--- config.mk ---
export PLATFORM = sky130hd
export DESIGN_NAME = stage_execute
export DESIGN_NICKNAME = d
export VERILOG_FILES = /design/src/rtl/riscv_pkg.sv /design/src/rtl/alu.sv /design/src/rtl/stage_execute.sv
export SDC_FILE = /design/constraint.sdc
export NUM_CORES = 1
export LEC_CHECK = 0
export CAP_MARGIN = 10
export CORE_ASPECT_RATIO = 1.1
export CORE_MARGIN = 2
export CORE_UTILIZATION = 45
export CTS_CLUSTER_DIAMETER = 60
export DETAILED_ROUTE_END_ITERATION = 8
export PLACE_DENSITY = 0.79
export RECOVER_POWER = 100
export REMOVE_ABC_BUFFERS = 1
export SYNTH_ARGS = -nofsm -noshare
export SYNTH_HDL_FRONTEND = slang
export SYNTH_SLANG_ARGS = --single-unit
export TNS_END_PERCENT = 1
--- constraint.sdc ---
create_clock -name clk -period 6 [get_ports clk]
set_clock_uncertainty 0.2 [all_clocks]
set_input_delay 1.2 -clock clk [delete_from_list [all_inputs] [get_ports clk]]
set_output_delay 1.2 -clock clk [all_outputs]
set_load 0.03 [all_outputs]
--- src/rtl/riscv_pkg.sv ---
// Shared encodings for the RISC-V pipeline: ALU operations, access widths and
// the execute-to-memory pipeline register payload.
package riscv_pkg;

  localparam int XLEN = 32;

  localparam logic [3:0] ALU_ADD   = 4'd0;
  localparam logic [3:0] ALU_SUB   = 4'd1;
  localparam logic [3:0] ALU_SLL   = 4'd2;
  localparam logic [3:0] ALU_SLT   = 4'd3;
  localparam logic [3:0] ALU_SLTU  = 4'd4;
  localparam logic [3:0] ALU_XOR   = 4'd5;
  localparam logic [3:0] ALU_SRL   = 4'd6;
  localparam logic [3:0] ALU_SRA   = 4'd7;
  localparam logic [3:0] ALU_OR    = 4'd8;
  localparam logic [3:0] ALU_AND   = 4'd9;
  localparam logic [3:0] ALU_EQ    = 4'd10;
  localparam logic [3:0] ALU_PASSB = 4'd11;

  localparam logic [1:0] WIDTH_B = 2'd0;
  localparam logic [1:0] WIDTH_H = 2'd1;
  localparam logic [1:0] WIDTH_W = 2'd2;

  typedef struct packed {
    logic [XLEN-1:0] pc;
    logic [XLEN-1:0] data0;
    logic [XLEN-1:0] data1;
    logic            read;
    logic            write;
    logic            extend;
    logic [1:0]      width;
    logic            jmp;
    logic            br;
    logic            br_inv;
    logic [4:0]      wb_reg;
  } ex_mem_t;

endpackage

--- src/rtl/alu.sv ---
// Combinational 32-bit integer ALU; shift amount is b[4:0], arithmetic wraps.
import riscv_pkg::*;

module alu (
  input  logic [3:0]      op,
  input  logic [XLEN-1:0] a,
  input  logic [XLEN-1:0] b,
  output logic [XLEN-1:0] result
);

  logic signed [XLEN-1:0] a_s;
  logic signed [XLEN-1:0] b_s;
  logic        [4:0]      shamt;

  assign a_s   = a;
  assign b_s   = b;
  assign shamt = b[4:0];

  always_comb begin
    result = '0;
    case (op)
      ALU_ADD:   result = a + b;
      ALU_SUB:   result = a - b;
      ALU_SLL:   result = a << shamt;
      ALU_SLT:   result = {{(XLEN-1){1'b0}}, a_s < b_s};
      ALU_SLTU:  result = {{(XLEN-1){1'b0}}, a < b};
      ALU_XOR:   result = a ^ b;
      ALU_SRL:   result = a >> shamt;
      ALU_SRA:   result = $unsigned(a_s >>> shamt);
      ALU_OR:    result = a | b;
      ALU_AND:   result = a & b;
      ALU_EQ:    result = {{(XLEN-1){1'b0}}, a == b};
      ALU_PASSB: result = b;
      default:   result = '0;
    endcase
  end

endmodule

--- src/rtl/stage_execute.sv ---
// Execute stage: operand forwarding, ALU, branch/jump targets, load-use
// hazard detection and the registered memory-stage inputs.
import riscv_pkg::*;

module stage_execute (
  input  logic            clk,
  input  logic            reset_n,
  input  logic            ex_valid,
  input  logic [XLEN-1:0] ex_pc,
  input  logic [4:0]      ex_rs1,
  input  logic [4:0]      ex_rs2,
  input  logic [XLEN-1:0] ex_rdata1,
  input  logic [XLEN-1:0] ex_rdata2,
  input  logic [XLEN-1:0] ex_imm,
  input  logic            ex_use_imm,
  input  logic            ex_use_pc,
  input  logic [3:0]      ex_alu_op,
  input  logic            ex_read,
  input  logic            ex_write,
  input  logic            ex_extend,
  input  logic [1:0]      ex_width,
  input  logic            ex_jmp,
  input  logic            ex_jmp_reg,
  input  logic            ex_br,
  input  logic            ex_br_inv,
  input  logic [4:0]      ex_wb_reg,
  input  logic            fwd_mem_wen,
  input  logic [4:0]      fwd_mem_reg,
  input  logic [XLEN-1:0] fwd_mem_data,
  input  logic            fwd_mem_load,
  input  logic            fwd_wb_wen,
  input  logic [4:0]      fwd_wb_reg,
  input  logic [XLEN-1:0] fwd_wb_data,
  input  logic            mem_stall,
  input  logic            flush,
  output logic            ex_stall,
  output logic            mem_valid,
  output logic [XLEN-1:0] mem_pc,
  output logic [XLEN-1:0] mem_data0,
  output logic [XLEN-1:0] mem_data1,
  output logic            mem_read,
  output logic            mem_write,
  output logic            mem_extend,
  output logic [1:0]      mem_width,
  output logic            mem_jmp,
  output logic            mem_br,
  output logic            mem_br_inv,
  output logic [4:0]      wb_reg
);

  logic [XLEN-1:0] rs1v, rs2v, op_a, op_b, alu_res;
  logic [XLEN-1:0] pc_imm, link, jmp_tgt;
  logic [3:0]      alu_op_eff;
  logic            hazard;
  ex_mem_t         pay_p0, pay_p1;
  logic            vld_p1;

  // Memory-stage forward beats write-stage forward; x0 never forwards.
  function automatic logic [XLEN-1:0] fwd_sel(input logic [4:0]      idx,
                                              input logic [XLEN-1:0] rf);
    if (idx == 5'd0)                              return '0;
    else if (fwd_mem_wen && fwd_mem_reg == idx)   return fwd_mem_data;
    else if (fwd_wb_wen && fwd_wb_reg == idx)     return fwd_wb_data;
    else                                          return rf;
  endfunction

  assign rs1v = fwd_sel(ex_rs1, ex_rdata1);
  assign rs2v = fwd_sel(ex_rs2, ex_rdata2);
  assign op_a = ex_use_pc  ? ex_pc  : rs1v;
  assign op_b = ex_use_imm ? ex_imm : rs2v;

  // Loads and stores always need an address add, whatever op decode chose.
  assign alu_op_eff = (ex_read || ex_write) ? ALU_ADD : ex_alu_op;

  alu u_alu (
    .op     (alu_op_eff),
    .a      (op_a),
    .b      (op_b),
    .result (alu_res)
  );

  assign pc_imm  = ex_pc + ex_imm;
  assign link    = ex_pc + 32'd4;
  assign jmp_tgt = ex_jmp_reg ? ((rs1v + ex_imm) & ~32'd1) : pc_imm;

  assign hazard = ex_valid && fwd_mem_load && (fwd_mem_reg != 5'd0) &&
                  ((fwd_mem_reg == ex_rs1) || (fwd_mem_reg == ex_rs2));

  assign ex_stall = ex_valid && !flush && (mem_stall || hazard);

  always_comb begin
    pay_p0        = '0;
    pay_p0.pc     = ex_pc;
    pay_p0.data0  = ex_jmp ? link : alu_res;
    pay_p0.data1  = ex_jmp ? jmp_tgt : (ex_br ? pc_imm : rs2v);
    pay_p0.read   = ex_read;
    pay_p0.write  = ex_write;
    pay_p0.extend = ex_extend;
    pay_p0.width  = ex_width;
    pay_p0.jmp    = ex_jmp;
    pay_p0.br     = ex_br;
    pay_p0.br_inv = ex_br_inv;
    pay_p0.wb_reg = ex_wb_reg;
  end

  // p0 -> p1: memory-stage input register; reset overrides a held stall.
  always_ff @(posedge clk) begin
    if (!reset_n) begin
      vld_p1 <= 1'b0;
      pay_p1 <= '0;
    end else if (!mem_stall) begin
      vld_p1 <= ex_valid && !hazard && !flush;
      pay_p1 <= pay_p0;
    end
  end

  assign mem_valid  = vld_p1;
  assign mem_pc     = pay_p1.pc;
  assign mem_data0  = pay_p1.data0;
  assign mem_data1  = pay_p1.data1;
  assign mem_read   = pay_p1.read;
  assign mem_write  = pay_p1.write;
  assign mem_extend = pay_p1.extend;
  assign mem_width  = pay_p1.width;
  assign mem_jmp    = pay_p1.jmp;
  assign mem_br     = pay_p1.br;
  assign mem_br_inv = pay_p1.br_inv;
  assign wb_reg     = pay_p1.wb_reg;

endmodule

---- Word-level counts from Yosys, hierarchy flattened ----
Index checks and enable logic that the tools add are counted.
storage, ports and cells
  word-level logic and storage cells ...... 75
  input port bits ......................... 240
  flip-flop bits (word level) ............. 110
operators by class
  multiplexer cells ....................... 14
  $lt $le $gt $ge ......................... 2
  reduce and logical (&&, ||, !) cells .... 20
  equality and inequality tests ........... 16
  add/sub/neg operators ................... 5
  bitwise logic cells ..................... 3
  shift-type cells ........................ 3
operators by type and width
  operator                                              number
  two-way mux 32 bit                                    12
  one-hot mux 32 bit (12 select lines)                  1
  adder 32 bit                                          3
  less-than comparator 32 bit                           2
  adder 32 x 3 -> 32 bit (second input constant)        1
  AND 32 bit                                            1
  equality test 32 bit                                  1
  bitwise OR 32 bit                                     1
  left shift 32 x 5 -> 32 bit                           1
  right shift 32 x 5 -> 32 bit                          1
  >>> shifter 32 x 5 -> 32 bit                          1
  subtractor 32 bit                                     1
  bitwise XOR 32 bit                                    1
  equality test 5 bit                                   4
  equality test 4 x 3 -> 1 bit (second input constant)  4
  equality test 4 bit (second input constant)           4
  logical AND 1 bit                                     11
  logical NOT 5 bit                                     2
  equality test 4 x 2 -> 1 bit (second input constant)  2
  nonzero test 5 bit                                    1
  equality test 4 x 1 -> 1 bit (second input constant)  1
  logical NOT 4 bit                                     1
  two-way mux 4 bit                                     1
  logical OR 1 bit                                      3
  logical NOT 1 bit                                     2

---- Longest topological paths before layout ----
  depth after elaboration ................. 9
  depth in mapped cells ................... 25
  gate-level depth less buffers ........... 21

---- By module ----
From an unflattened synthesis, not the netlist that was laid out.
unflattened totals
  cells, all modules ...................... 2856
  area, all modules ....................... 20024.2 um2
by module, submodules not included
  module         instances  sequential area each (um2)  area an instance (um2)  cells an instance
  stage_execute  1          2202.1                      11048.1                 1474
  alu            1          0.0                         8976.1                  1382

---- Least setup slack after synthesis ----
No wires, ideal clock.
  path kind ............................... input port to flip-flop
  from .................................... in ex_rs2[2]
  to ...................................... reg pay_p1 (netlist bit mem_data0[0])
  arrival ................................. 6.015 ns
  library setup time ...................... 0.074 ns
  path slack .............................. -0.289 ns
  buffers on the path ..................... 3
  required time ........................... 5.726 ns
  stages .................................. 23
  cell sequence ........................... xor2_1 > nor3_4 > nand3_1 > a311oi_1 > nor2_2 > inv_2 > buf_2 > buf_4 > buf_2 > ha_1 > inv_1 > fa_1 > a21oi_1 > o21ai_0 > and2_1 > o31ai_1 > o31ai_1 > a31oi_1 > o31ai_1 > a221oi_1 > xnor2_1 > o21a_1 > a31oi_1
between the ends
  cells in the longest elaborated chain, start to end .. 9
  elaborated cells on any way between the ends .. 22
  classes of those cells .................. 2 x add/sub; 2 x order compare; 3 x eq/ne; 3 x shift; 6 x mux; 3 x bitwise; 3 x reduce/logical
ends and longest elaborated chain
  item                                       RTL line              text
  start: declaration                         stage_execute.sv:11   input logic [4:0] ex_rs2,
  equality test 5 bit                        stage_execute.sv:63   else if (fwd_wb_wen && fwd_wb_reg == idx) return fwd_wb_data;
  logical AND 1 bit                          stage_execute.sv:63
  two-way mux 32 bit                         stage_execute.sv:63
  two-way mux 32 bit                         stage_execute.sv:62   else if (fwd_mem_wen && fwd_mem_reg == idx) return fwd_mem_data;
  two-way mux 32 bit (*)                     stage_execute.sv:61   if (idx == 5'd0) return '0;
  two-way mux 32 bit (*)                     stage_execute.sv:70   assign op_b = ex_use_imm ? ex_imm : rs2v;
  subtractor 32 bit (tied with other cells)  alu.sv:23             ALU_SUB: result = a - b;
  one-hot mux 32 bit (12 select lines) (*)   alu.sv:21             case (op)
  two-way mux 32 bit (*)                     stage_execute.sv:94   pay_p0.data0 = ex_jmp ? link : alu_res;
  end signal: assignment                     stage_execute.sv:113  pay_p1 <= pay_p0;
  end: declaration                           stage_execute.sv:55   ex_mem_t pay_p0, pay_p1;
Every way passes the cells marked *; elsewhere a longest branch is shown, timed or not.
A chain may end at the register's enable or synchronous reset.

---- Final worst setup path ----
  from .................................... in ex_rs2[3]
  to ...................................... reg pay_p1 (netlist bit mem_data0[27])
between the ends
  cells in the longest elaborated chain, start to end .. 9
  elaborated cells on any way between the ends .. 19
  classes of those cells .................. 2 x add/sub; 2 x eq/ne; 3 x shift; 6 x mux; 3 x bitwise; 3 x reduce/logical
ends and longest elaborated chain
  item                                       RTL line
  equality test 5 bit                        stage_execute.sv:63
  logical AND 1 bit                          stage_execute.sv:63
  two-way mux 32 bit                         stage_execute.sv:63
  two-way mux 32 bit                         stage_execute.sv:62
  two-way mux 32 bit (*)                     stage_execute.sv:61
  two-way mux 32 bit (*)                     stage_execute.sv:70
  subtractor 32 bit (tied with other cells)  alu.sv:23
  one-hot mux 32 bit (12 select lines) (*)   alu.sv:21
  two-way mux 32 bit (*)                     stage_execute.sv:94
Marks and branches as above.

==> metrics.md <==
| Metric | Value |
|---|---|
| Mux cell area share after synthesis | `12.36%` |
| # port buffers | `350` |
| Area Overhead vs Synth | `40.24%` |
| First-pass GRT wire length | `170.7 mm` |
| Leak Pwr | `13.06 nW` |
| Rel. slew slack | `-48.95%` |
| Post-route DRC | `15` |
| DR iter-0 viols | `3760` |
| Post-Synth XOR/XNOR Area | `under 10%` |
| Most frequent cells in the layout | `buf_4, nand2_1, clkdlybuf4s50_1, a21oi_1, nor2_1` |
| CTS tree | `yes` |
| Die H | `229.1 um` |
| Final core area utilization | `63.84%` |
| Initial antenna violation count | `3` |
| Net count reported at finish | `4069` |
| Max Cap Viol | `3` |
| Share of cells above drive strength 1 | `between 15 and 20%` |
| Total power | `between 5 and 6 mW` |
| Largest net degree at the start of global routing | `67` |
| Die area | `~48000 um2` |
| FMAX | `approximately 170 MHz` |
| Final setup violation count | `0` |
| Worst-path maximum fanout | `9` |
| Hold Crit Depth | `2` |
| Detailed placement HPWL | `a little over 90 mm` |
| Reg-to-Reg End | `mem_data0[2]` |
| Minimum clock period | `5939 ps` |
| Avg Cell Area, Syn | `7.095 um2` |
| Worst VDD drop | `181.8 uV` |
| Die width | `between 200 and 250 um` |
| Longest Clk Path Bufs | `2` |
| DR WL/cell | `about 28 um` |
| Final GP Congestion | `1.066` |
| Routed vias/inst | `about 6.6` |
| Final hold violation count | `0` |
| DRT Pass-1 Iters | `9` |
| H-tree depth | `3` |
| Netlist cell types | `86` |
| CTS Sinks | `110` |
| Cells after synthesis | `2923` |
| Largest family of logic cells by synthesized area | `compound AO/OA/AOI/OAI gates` |
| Remaining antenna violation count | `0` |
| Total grt overflow | `0` |
| Setup repair after global routing missed its margin | `yes` |
| CTS root buffer | `clkbuf_16` |
| Number of fill cells | `4273` |
| Power Density | `175.3 nW/um2` |
| Crit path kind | `in2reg` |
| RR Startpoint | `mem_data0[2]` |
| Simple-Gate Fraction of Synth Area | `between 20% and 30%` |
| Critical path endpoint category | `flip-flop` |
| Row cnt | `82` |
| Most common flop cell mapped by yosys | `dfxtp_1` |
| Initial Utilization | `45.52%` |
| Syn Std Cell Area | `20740 um2` |
| Core area | `45550 um2` |
| Area share of fa/ha/maj cells after synthesis | `~11%` |
| Final WL | `roughly 120 mm` |
| FF+latch count, synth | `110` |
| Critical Path RT | `6110 ps` |
| Failing checks | `design-rule violations, max-capacitance violations, max-slew violations` |
| GRT Total Usage | `47.15%` |
| Final Slew Violations | `113` |
| Hold Path Class | `reg2reg` |
| Reg2reg path depth | `10` |
| Crit path DAT | `about 6100 ps` |
| Detailed-route via count | `28.06k` |
| Outcome | `finished with violations` |
| Min-Delay Endpoint | `mem_data1[8]` |
| Actual slew at the worst max-slew pin | `2234 ps` |
| Yosys warning count | `0` |
| Worst hold path startpoint | `mem_data1[8]` |
| Fraction of the yosys area taken by sequential cells | `10.62%` |
| CTS buffer count | `9` |
| Clk_lat worst skew | `approximately 420 ps` |
| Worst-path clk slew | `90 ps` |
| Period utilisation layout | `a little over nine tenths` |
| Compound-Gate Fraction of Synth Area | `34.23%` |
| FFs w/ async S/R, synth | `0%` |
| Final TNS setup | `0 ps` |
| # IOs | `351` |
| Most common cell after layout, fill and taps aside | `buf_4` |
| R2r setup slk | `a little under 4000 ps` |
| EDFF count, synth | `0` |
| Vias in the first global route | `between 20k and 30k` |
| CP startpoint kind | `input port` |
## worst max path at each step
stage | startpoint | endpoint | slack, ps | cells after the start
5_1_grt | fwd_mem_reg[4] | mem_data0[31] | -110 | 26
4_1_cts | fwd_mem_reg[4] | mem_data0[25] | -20 | 24
3_5_place_dp | ex_rs2[0] | mem_data0[27] | -550 | 22
3_3_place_gp | fwd_mem_reg[4] | mem_data0[31] | -480 | 24
6_report | ex_rs2[3] | mem_data0[27] | 60 | 24
2_1_floorplan | ex_rs2[4] | mem_data0[30] | -2540 | 20
## what timing repair did
action / CTS / global route
pin swaps: 1 / 12
setup endpoints to repair: 5 / 29
hold buffers: 0 / 0
buffers inserted: 0 / 5
gates resized for setup: 5 / 59
hold endpoints to repair: 0 / 0
## metal layers
| layer | track usage (%) | share of wire, % | vias up |
|---|---|---|---|
| met3 | 12.35 | 12 | 503 |
| met1 | 58.09 | 37 | 13075 |
| met4 | 32.50 | 8.2 | 6 |
| met5 | 0 | 0.024 | - |
| li1 | - | - | 12383 |
| met2 | 71.66 | 42 | 2095 |
## where the power goes
| group | internal [mW] | switching (mW) | total [mW] |
|---|---|---|---|
| registers | 0.792 | 0.0487 | 0.840 |
| logic | 1.50 | 1.98 | 3.48 |
| clock network | 0.379 | 0.400 | 0.779 |
| total | 2.67 | 2.43 | 5.10 |
## through the flow
step                      cell area (um2)  cells  hold WS [ps]  setup slack [ps]
after detailed placement            28450   4220         269.2            -551.1
final                               29080   4242         282.5             60.52
after floorplan                     19840   2707         383.5             -2537
after global routing                29080   4241         298.3            -111.4
after global placement              28450   4220         261.4            -477.8
after CTS                           28800   4236         280.8            -19.08
## area by class of cell
type / count / area [um2] / area share (%)
Clock buffer: 9 / 225.2 / 0.7744
Clock inverter: 7 / 113.9 / 0.3915
Inverter: 117 / 441.7 / 1.519
Multi-Input combinational cell: 2480 / 17480 / 60.09
Timing Repair Buffer: 930 / 7886 / 27.12
Sequential cell: 110 / 2202 / 7.572
Tap cell: 588 / 735.7 / 2.530
Antenna cell: 1 / 2.502 / 0.008604
## worst max-delay path, cell delays in order
cell	delay, ps
clkdlybuf4s50_1	460
buf_4	170
xor2_2	180
nor3_4	250
nand3_2	180
buf_4	210
o211ai_1	230
o21a_1	230
inv_1	80
ha_1	340
a21o_1	190
or3_1	340
o211ai_1	190
buf_4	160
a21oi_1	70
buf_4	160
o31ai_2	210
buf_4	160
o31ai_1	60
buf_4	140
buf_4	140
a221o_1	290
a221oi_1	270
o2bb2ai_1	100
## cell usage after synthesis (all sizes together) (46+ instances only)
| master | count | share of area, % |
|---|---|---|
| nand2 | 245 | 4.4 |
| a21oi | 219 | 5.3 |
| nor2 | 217 | 4.0 |
| o21ai | 204 | 4.9 |
| mux2i | 202 | 9.8 |
| ha | 177 | 11 |
| clkbuf | 159 | 2.9 |
| inv | 116 | 2.1 |
| dfxtp | 110 | 11 |
| nand3 | 101 | 2.5 |
| nor3 | 93 | 2.3 |
| xnor2 | 75 | 3.2 |
| o211ai | 73 | 2.6 |
| nor2b | 72 | 2.2 |
| a31oi | 65 | 2.0 |
| buf | 57 | 1.5 |
| a21o | 53 | 1.9 |
| and2 | 52 | 1.6 |
| a211oi | 49 | 1.8 |
| a221oi | 46 | 2.0 |
## logic make-up (layout without fill, tap and decap cells)
kind of cell	Yosys count	after routing
buffers and inverters	333	1063
adder cells (fa/ha/maj)	181	181
AO/OA/AOI/OAI	1049	1049
multiplexers	244	244
XOR/XNOR	112	112
other	0	1
AND/OR/NAND/NOR	894	894
flip-flops	110	110
No activity file was read; power rests on OpenSTA's default activity.
